<file path="config.mk">
export PLATFORM = sky130hd
export DESIGN_NAME = timer_ctrl
export DESIGN_NICKNAME = d
export VERILOG_FILES = /design/src/rtl/dmg_timer_pkg.sv /design/src/rtl/timer_tap_edge.sv /design/src/rtl/timer_ctrl.sv
export SDC_FILE = /design/constraint.sdc
export NUM_CORES = 1
export LEC_CHECK = 0
export ABC_AREA = 1
export CORE_MARGIN = 10
export CORE_UTILIZATION = 51
export CTS_BUF_LIST = sky130_fd_sc_hd__clkbuf_4
export DETAILED_ROUTE_END_ITERATION = 10
export PLACE_DENSITY = 0.75
export SLEW_MARGIN = 15
export SYNTH_ARGS = -nofsm -noshare
export SYNTH_HDL_FRONTEND = slang
export SYNTH_SLANG_ARGS = --single-unit
</file>
<file path="constraint.sdc">
create_clock -name clk1 -period 1.5 [get_ports clk1]
set_input_delay 0.15 -clock clk1 [delete_from_list [all_inputs] [get_ports clk1]]
set_output_delay 0.15 -clock clk1 [all_outputs]
set_load 0.01 [all_outputs]
</file>
<file path="src/rtl/dmg_timer_pkg.sv">
// Shared types and constants for the TIMA/TMA/TAC timer controller.
package dmg_timer_pkg;

  typedef enum logic [1:0] {
    IDLE   = 2'd0,
    OVF    = 2'd1,
    RELOAD = 2'd2
  } t_timer_state;

  localparam logic [1:0] A_TIMA = 2'd1;
  localparam logic [1:0] A_TMA  = 2'd2;
  localparam logic [1:0] A_TAC  = 2'd3;

  localparam logic [4:0] TAC_READ_PAD = 5'b11111;

  // div_taps bit index for each TAC[1:0] frequency select
  localparam logic [1:0] TAP_4096   = 2'd0;
  localparam logic [1:0] TAP_262144 = 2'd1;
  localparam logic [1:0] TAP_65536  = 2'd2;
  localparam logic [1:0] TAP_16384  = 2'd3;

endpackage

</file>
<file path="src/rtl/timer_tap_edge.sv">
// Divider tap mux gated by the TAC enable, plus falling-edge detector producing tick.
// Optional TIMER_TESTMODE_EN adds ff60_d1, which forces tick every cycle.
module timer_tap_edge
  import dmg_timer_pkg::*;
(
  input  logic       clk1,
  input  logic       reset,
  input  logic [3:0] div_taps,
  input  logic [2:0] tac,
`ifdef TIMER_TESTMODE_EN
  input  logic       ff60_d1,
`endif
  output logic       tick
);

  logic sel;
  logic sel_q;

  // Disabling TAC or resetting the divider can drop sel and tick; that is deliberate.
  assign sel = div_taps[tac[1:0]] & tac[2];

  always_ff @(posedge clk1) begin
    if (reset) sel_q <= 1'b0;
    else       sel_q <= sel;
  end

`ifdef TIMER_TESTMODE_EN
  assign tick = (sel_q & ~sel) | ff60_d1;
`else
  assign tick = sel_q & ~sel;
`endif

endmodule

</file>
<file path="src/rtl/timer_ctrl.sv">
// Timer controller: TIMA/TMA/TAC registers, overflow-reload FSM and interrupt pulse.
// Optional TIMER_TESTMODE_EN adds the ff60_d1 forced-tick input.
module timer_ctrl
  import dmg_timer_pkg::*;
#(
  parameter logic [7:0] TMA_RESET = 8'h00,
  parameter logic [2:0] TAC_RESET = 3'b000
) (
  input  logic       clk1,
  input  logic       reset,
  input  logic [3:0] div_taps,
  input  logic       ff04_ff07,
  input  logic [1:0] addr,
  input  logic       cpu_wr,
  input  logic       cpu_rd,
  input  logic [7:0] d_in,
`ifdef TIMER_TESTMODE_EN
  input  logic       ff60_d1,
`endif
  output logic [7:0] d_out,
  output logic       d_oe,
  output logic       int_timer
);

  t_timer_state state_q, state_d;
  logic [7:0]   tima_q, tima_d;
  logic [7:0]   tma_q, tma_d;
  logic [2:0]   tac_q, tac_d;
  logic [7:0]   reload_base;
  logic         tick;
  logic         wr_hit, wr_tima, wr_tma, wr_tac;

  timer_tap_edge u_tap_edge (
    .clk1     (clk1),
    .reset    (reset),
    .div_taps (div_taps),
    .tac      (tac_q),
`ifdef TIMER_TESTMODE_EN
    .ff60_d1  (ff60_d1),
`endif
    .tick     (tick)
  );

  assign wr_hit  = cpu_wr & ff04_ff07;
  assign wr_tima = wr_hit & (addr == A_TIMA);
  assign wr_tma  = wr_hit & (addr == A_TMA);
  assign wr_tac  = wr_hit & (addr == A_TAC);

  always_ff @(posedge clk1) begin
    if (reset) begin
      state_q <= IDLE;
      tima_q  <= 8'h00;
      tma_q   <= TMA_RESET;
      tac_q   <= TAC_RESET;
    end else begin
      state_q <= state_d;
      tima_q  <= tima_d;
      tma_q   <= tma_d;
      tac_q   <= tac_d;
    end
  end

  always_comb begin
    state_d     = state_q;
    tima_d      = tima_q;
    tma_d       = wr_tma ? d_in : tma_q;
    tac_d       = wr_tac ? d_in[2:0] : tac_q;
    reload_base = tima_q;
    case (state_q)
      IDLE: begin
        if (wr_tima) begin
          tima_d = d_in;
        end else if (tick) begin
          if (tima_q == 8'hFF) begin
            tima_d  = 8'h00;
            state_d = OVF;
          end else begin
            tima_d = tima_q + 8'd1;
          end
        end
      end
      OVF: begin
        // A CPU write to TIMA here cancels both the reload and the interrupt.
        if (wr_tima) begin
          tima_d  = d_in;
          state_d = IDLE;
        end else begin
          tima_d  = tma_q;
          state_d = RELOAD;
        end
      end
      RELOAD: begin
        // TIMA follows TMA writes this cycle; direct TIMA writes are dropped.
        reload_base = wr_tma ? d_in : tima_q;
        tima_d      = reload_base;
        state_d     = IDLE;
        if (tick) begin
          if (reload_base == 8'hFF) begin
            tima_d  = 8'h00;
            state_d = OVF;
          end else begin
            tima_d = reload_base + 8'd1;
          end
        end
      end
      default: state_d = IDLE;
    endcase
  end

  assign int_timer = (state_q == RELOAD);
  assign d_oe      = cpu_rd & ff04_ff07 & (addr != 2'd0);

  always_comb begin
    case (addr)
      A_TIMA:  d_out = tima_q;
      A_TMA:   d_out = tma_q;
      A_TAC:   d_out = {TAC_READ_PAD, tac_q};
      default: d_out = 8'h00;
    endcase
  end

endmodule
</file>
==> Yosys cells after proc, flatten, opt, wreduce, memory -nomap -nowiden <==
Index checks and enable logic that the tools add are counted.
{ "op_classes": {"addsub": 2, "order_cmp": 1, "eq_ne": 11, "n_mux": 18, "bitwise_logic": 9, "reduce_logical": 5} }
{ "op_table": {"columns": ["cell", "count"], "rows": [
  ["$mux W8", 7],
  ["$pmux W8 S3", 2],
  ["$add A8 B1 Y8 const B", 2],
  ["$eq A8 B8 Y1 const B", 2],
  ["$and A1 B1 Y1", 8],
  ["$mux W2", 4],
  ["$eq A2 B2 Y1 const B", 3],
  ["$ne A2 B2 Y1 const B", 3],
  ["$pmux W2 S3", 1],
  ["$eq A2 B1 Y1 const B", 2],
  ["$lt A2 B3 Y1 const B", 1],
  ["$mux W1", 3],
  ["$ne A3 B3 Y1 const B", 1],
  ["$reduce_and A3 Y1", 1],
  ["$reduce_bool A3 Y1", 1],
  ["$bmux W1 S2", 1],
  ["$logic_not A2 Y1", 1],
  ["$reduce_and A2 Y1", 1],
  ["$reduce_bool A2 Y1", 1],
  ["$not A1 Y1", 1]
]} }
{ "totals": {"register_bits": 22, "in_bits": 19, "output_inout_bits": 10, "wordCells": 51} }

==> Depth between registers and ports, before layout <==
{ "logic_depth": {"ltp_word": 8, "mapped_depth": 17, "depth_no_buf": 15} }

==> By module <==
A second synthesis with hierarchy kept.
{ "hier_totals": {"cells_unflattened": 308, "area_unflattened_um2": 1934.4} }
{ "by_module_without_submodules": {"columns": ["module", "instances", "cells_each", "area_each_um2"], "rows": [
  ["timer_ctrl", 1, 290, 1844.3],
  ["timer_tap_edge", 1, 18, 90.1]
]} }

==> Worst setup path before layout <==
OpenSTA, ideal clock, no wires.
{ "synth_path": {"path_type": "input to register", "start": "in addr[1]", "end": "reg tima_q[5]", "setup_ps": 68, "arrival_time_ps": 1583, "setup_slack_ps": -151, "cell_stages": 15, "n_path_buf": 2, "path_cell_list": "buf_6 inv_2 nor2_4 nand2_4 buf_8 nand2_2 nand2_2 ha_1 nand2_2 nor2_4 nand3_2 nand2_2 o21bai_2 nand2_1 a21oi_2"} }
{ "synth_between": {"elab_chain_cells": 7, "word_cells_on_any_way": 14, "cone_classes": "add/sub: 1; eq/ne: 4; mux: 6; bitwise: 2; reduce/logical: 1"} }
{ "synth_lines": {"columns": ["element", "line_no", "source"], "rows": [
  ["start, declared", "timer_ctrl.sv:13", "input logic [1:0] addr,"],
  ["$eq A2 B2 Y1", "timer_ctrl.sv:46", "assign wr_tma = wr_hit & (addr == A_TMA);"],
  ["$and A1 B1 Y1", "timer_ctrl.sv:46", null],
  ["$mux W8", "timer_ctrl.sv:94", "reload_base = wr_tma ? d_in : tima_q;"],
  ["$add A8 B1 Y8 or $eq A8 B8 Y1 (tied branches)", "timer_ctrl.sv:102, timer_ctrl.sv:98", null],
  ["$mux W8", "timer_ctrl.sv:98", "if (reload_base == 8'hFF) begin"],
  ["$mux W8", "timer_ctrl.sv:97", "if (tick) begin"],
  ["$pmux W8 S3", "timer_ctrl.sv:69", "case (state_q)"],
  ["end signal, assigned", "timer_ctrl.sv:57", "tima_q <= tima_d;"],
  ["end, declared", "timer_ctrl.sv:26", "logic [7:0] tima_q, tima_d;"]
]} }
Parallel ways exist; a longest one is shown, timed or not.
A chain may end at the register's enable or synchronous reset.

==> Worst setup path after layout <==
{ "layout_path": {"start": "reg tima_q[1]", "end": "reg tima_q[0]"} }
{ "layout_between": {"elab_chain_cells": 5, "word_cells_on_any_way": 9, "cone_classes": "eq/ne: 2; mux: 7"} }
{ "layout_lines": {"columns": ["element", "line_no"], "rows": [
  ["$mux W8 or $eq A8 B8 Y1 (tied branches)", "timer_ctrl.sv:94, timer_ctrl.sv:74"],
  ["$eq A8 B8 Y1 or $mux W8 (tied branches)", "timer_ctrl.sv:98, timer_ctrl.sv:74"],
  ["$mux W8, on equally long branches", "timer_ctrl.sv:98, timer_ctrl.sv:73"],
  ["$mux W8, on equally long branches", "timer_ctrl.sv:97, timer_ctrl.sv:71"],
  ["$pmux W8 S3 (*)", "timer_ctrl.sv:69"]
]} }
Every way passes the cells marked *; elsewhere a longest branch is shown, timed or not. The select of a mux whose other input is x is not followed.

==> flow_summary.ini <==
[floorplanning]
io_pins = 29
dieArea_um2 = 6740
die_x_um = 82.1
start_util_pct = 53.4
die_h_um = 82.1
core_area_um2 = 3690
rows = 22

[route]
via_count = 2673
ant_nets = 0
first_iter_violations = 401
vias_per_cell = 5.81
drc = 0
drt_pass1_iterations = 5
routed_wl_mm = 7.96
wl_per_cell_um = 17.3

[status]
outcome = finished, violations left
violations = setup timing

[power_and_ir_drop]
power_density_nw_per_um2 = 646
irDropWorstVdd_mv = 0.518
p_leak_nw = 1.33
finalPower_mw = 2.00

[synthesis]
synth_seq_cells = 22
synth_top_family_by_area = simple AND/OR/NAND/NOR gates
syn_nets = 331
yosysMostFrequentCell = nand2_1
yosysSeqAreaShare_pct = 22.4
synthCells = 306
synthDistinctLibCells = 37
netlist_area_um2 = 1970
synth_warnings = 0
async_flop_share_pct = 0
synth_edf_count = 0
synth_mux_area_share_pct = 0
synth_fa_ha_area_share_pct = 3.81
synth.top_cell.area_share_pct = 22.4
ys.flop_type = dfxtp_1
synth_common_cells = nand2_1, inv_1, dfxtp_1
synth_top_area_cell = dfxtp_1
synthTopCellsByArea = dfxtp_1, nand2_1, a21oi_1
avgSynthCellArea_um2 = 6.43
synthSimpleGateAreaFrac_pct = 40.6
synth-compound-area-share_pct = 20.9
synth-xor-area-share_pct = 2.23

[timing]
rsz0062_at_grt = yes
tns_ns = -1.04
max_freq_mhz = 590
drv_slew = 0
final.setup.worst_slack_ns = -0.196
slew_headroom_pct = 81.0
skew_ns = 0.0235
tightest_slew_ns = 0.285
hold_viol_final = 0
period_needed_ns = 1.70
finalCritPeriodShare_pct = 113
setup_viol = 10

[clock_network]
clock-root-buffer = clkbuf_4
clock_latency_ns = 0.33
clock_sinks = 22
clk_pin_slew_ns = 0.15
cts_tree = done
cts_buffer_depth = 2
cts-buffers-inserted = 3
cts_hold_buf = 0
cts_max_level = 1

[grt]
grt_max_degree = 17
grt_pass1_wl_mm = 12.4
grt-ovfl-total = 0
grt_usage_pct = 23.3
grt_pass1_vias = 2607
antenna_found_initial = 0

[worst_setup_path]
critPathKind = reg2reg
cp_max_fo = 4
rrSetupSlack_ns = -0.20
end_kind = flop
critPathArrivalTime_ns = 1.93
r2r-start = tima_q[1]$_SDFFE_PP0P_
worstPathRequired_ns = 1.74
startpoint = tima_q[1]$_SDFFE_PP0P_
crit_end = tima_q[0]$_SDFFE_PP0P_
worstSetupStartpointType = flop
ff2ff_path_depth = 9
r2r-end = tima_q[0]$_SDFFE_PP0P_

[finish]
nNetsFinal = 438
fin_util_pct = 83.8
fill_cells = 231
syn_to_final_growth_pct = 57.0
layout-drive-gt1-share_pct = 40.8
stdcell_count = 460
num_antenna_cells = 0

[placement]
port_buffers = 28
hpwl_mm = 5.37
place_ws_ns = -0.734
gp_congestion = 0.970
dp.cells = 442

[run]
drv_cap = 0

[min_path]
worst_hold_path_type = in2reg
## cells by family after synthesis
| logic type | Yosys count |
|---|---|
| XOR/XNOR | 5 |
| AND/OR/NAND/NOR | 162 |
| flip-flops | 22 |
| AO/OA/AOI/OAI | 68 |
| buffers and inverters | 43 |
| adder cells (fa/ha/maj) | 6 |
## worst min path at each step
| stage | start | end | slack, ns | depth (start not counted) |
|---|---|---|---|---|
| after global placement | tma_q[5]$_SDFFE_PP0N_ | tma_q[5]$_SDFFE_PP0N_ | 0.45 | 2 |
| final | addr[0] | tma_q[0]$_SDFFE_PP0N_ | 0.36 | 6 |
| after CTS | addr[1] | tma_q[0]$_SDFFE_PP0N_ | 0.44 | 5 |
| after global routing | addr[0] | tma_q[0]$_SDFFE_PP0N_ | 0.37 | 6 |
| after detailed placement | tma_q[5]$_SDFFE_PP0N_ | tma_q[5]$_SDFFE_PP0N_ | 0.46 | 2 |
| after floorplan | reset | tac_q[0]$_SDFFE_PP0P_ | 0.23 | 1 |
## sequential cells by signal, summed over array words and instances, names as in the netlist
register / flops
state_q: 2
tac_q: 3
tima_q: 8
tma_q: 8
u_tap_edge.sel_q: 1
## cells in the final DEF, fill, tap and decap left out, types with 2 or more instances in the layout
cell type / count
clkbuf_4: 3
nand2_2: 15
inv_1: 25
buf_12: 3
nand4_1: 2
clkdlybuf4s50_1: 14
nand3_2: 4
buf_2: 2
nand2_4: 12
ha_1: 3
a31oi_1: 8
nand3_4: 2
clkbuf_2: 4
o21ai_0: 13
xor2_1: 4
a21oi_1: 19
o21ai_1: 8
dfxtp_1: 14
dfxtp_2: 7
clkdlybuf4s15_2: 2
dlygate4sd2_1: 5
a21oi_2: 5
nand3_1: 14
a211oi_1: 3
o211ai_1: 4
ha_4: 3
nor2_4: 6
buf_6: 7
nor2_1: 16
o21ai_2: 2
nor2_2: 3
buf_4: 71
inv_2: 7
nand2_1: 85
## per-stage QoR
step	instance area, um2	hold WS (ns)
floorplan	2020	0.228
global placement	2820	0.453
detailed placement	2820	0.464
CTS	3040	0.440
global route	3090	0.366
finish	3090	0.361
## routing by layer
layer	vias to the layer above	wire [um]	track usage (%)
li1	1216	-	-
met1	1191	3010	27.7
met2	196	3700	38.9
met3	70	736	4.86
met4	0	507	11.9
met5	-	0	0
## repair_timing
item / CTS / global route
resized for setup: 58 / 21
endpoints found under the setup margin: 20 / 18
pin swaps: 16 / 7
setup buffers: 11 / 4
cloned: 1 / 0
## power by group
group | leakage [nW] | switching [mW] | internal [mW]
combinational | 1.13 | 0.549 | 0.480
clock | 0.0154 | 0.203 | 0.0976
sequential | 0.182 | 0.0408 | 0.626
total | 1.33 | 0.793 | 1.20
## worst max-delay path, stage by stage (launching register included)
cell	delay, ns
dfxtp_2	0.40
ha_4	0.16
nand3_4	0.06
inv_2	0.05
nand4_1	0.17
o21ai_2	0.32
or2_4	0.18
a31oi_1	0.09
nand2_1	0.10
a21oi_1	0.07
## cell type report
cell class              count  area (um2)  area share (%)
multi-input cells         242        1490            48.2
inverters                  35         143            4.62
clock buffers               3        22.5           0.729
flip-flops and latches     22         453            14.7
repair buffers            109         918            29.7
clock inverters             1        3.75           0.122
well taps                  48        60.1            1.94
Note: power is estimated with default switching activity, not from simulation.
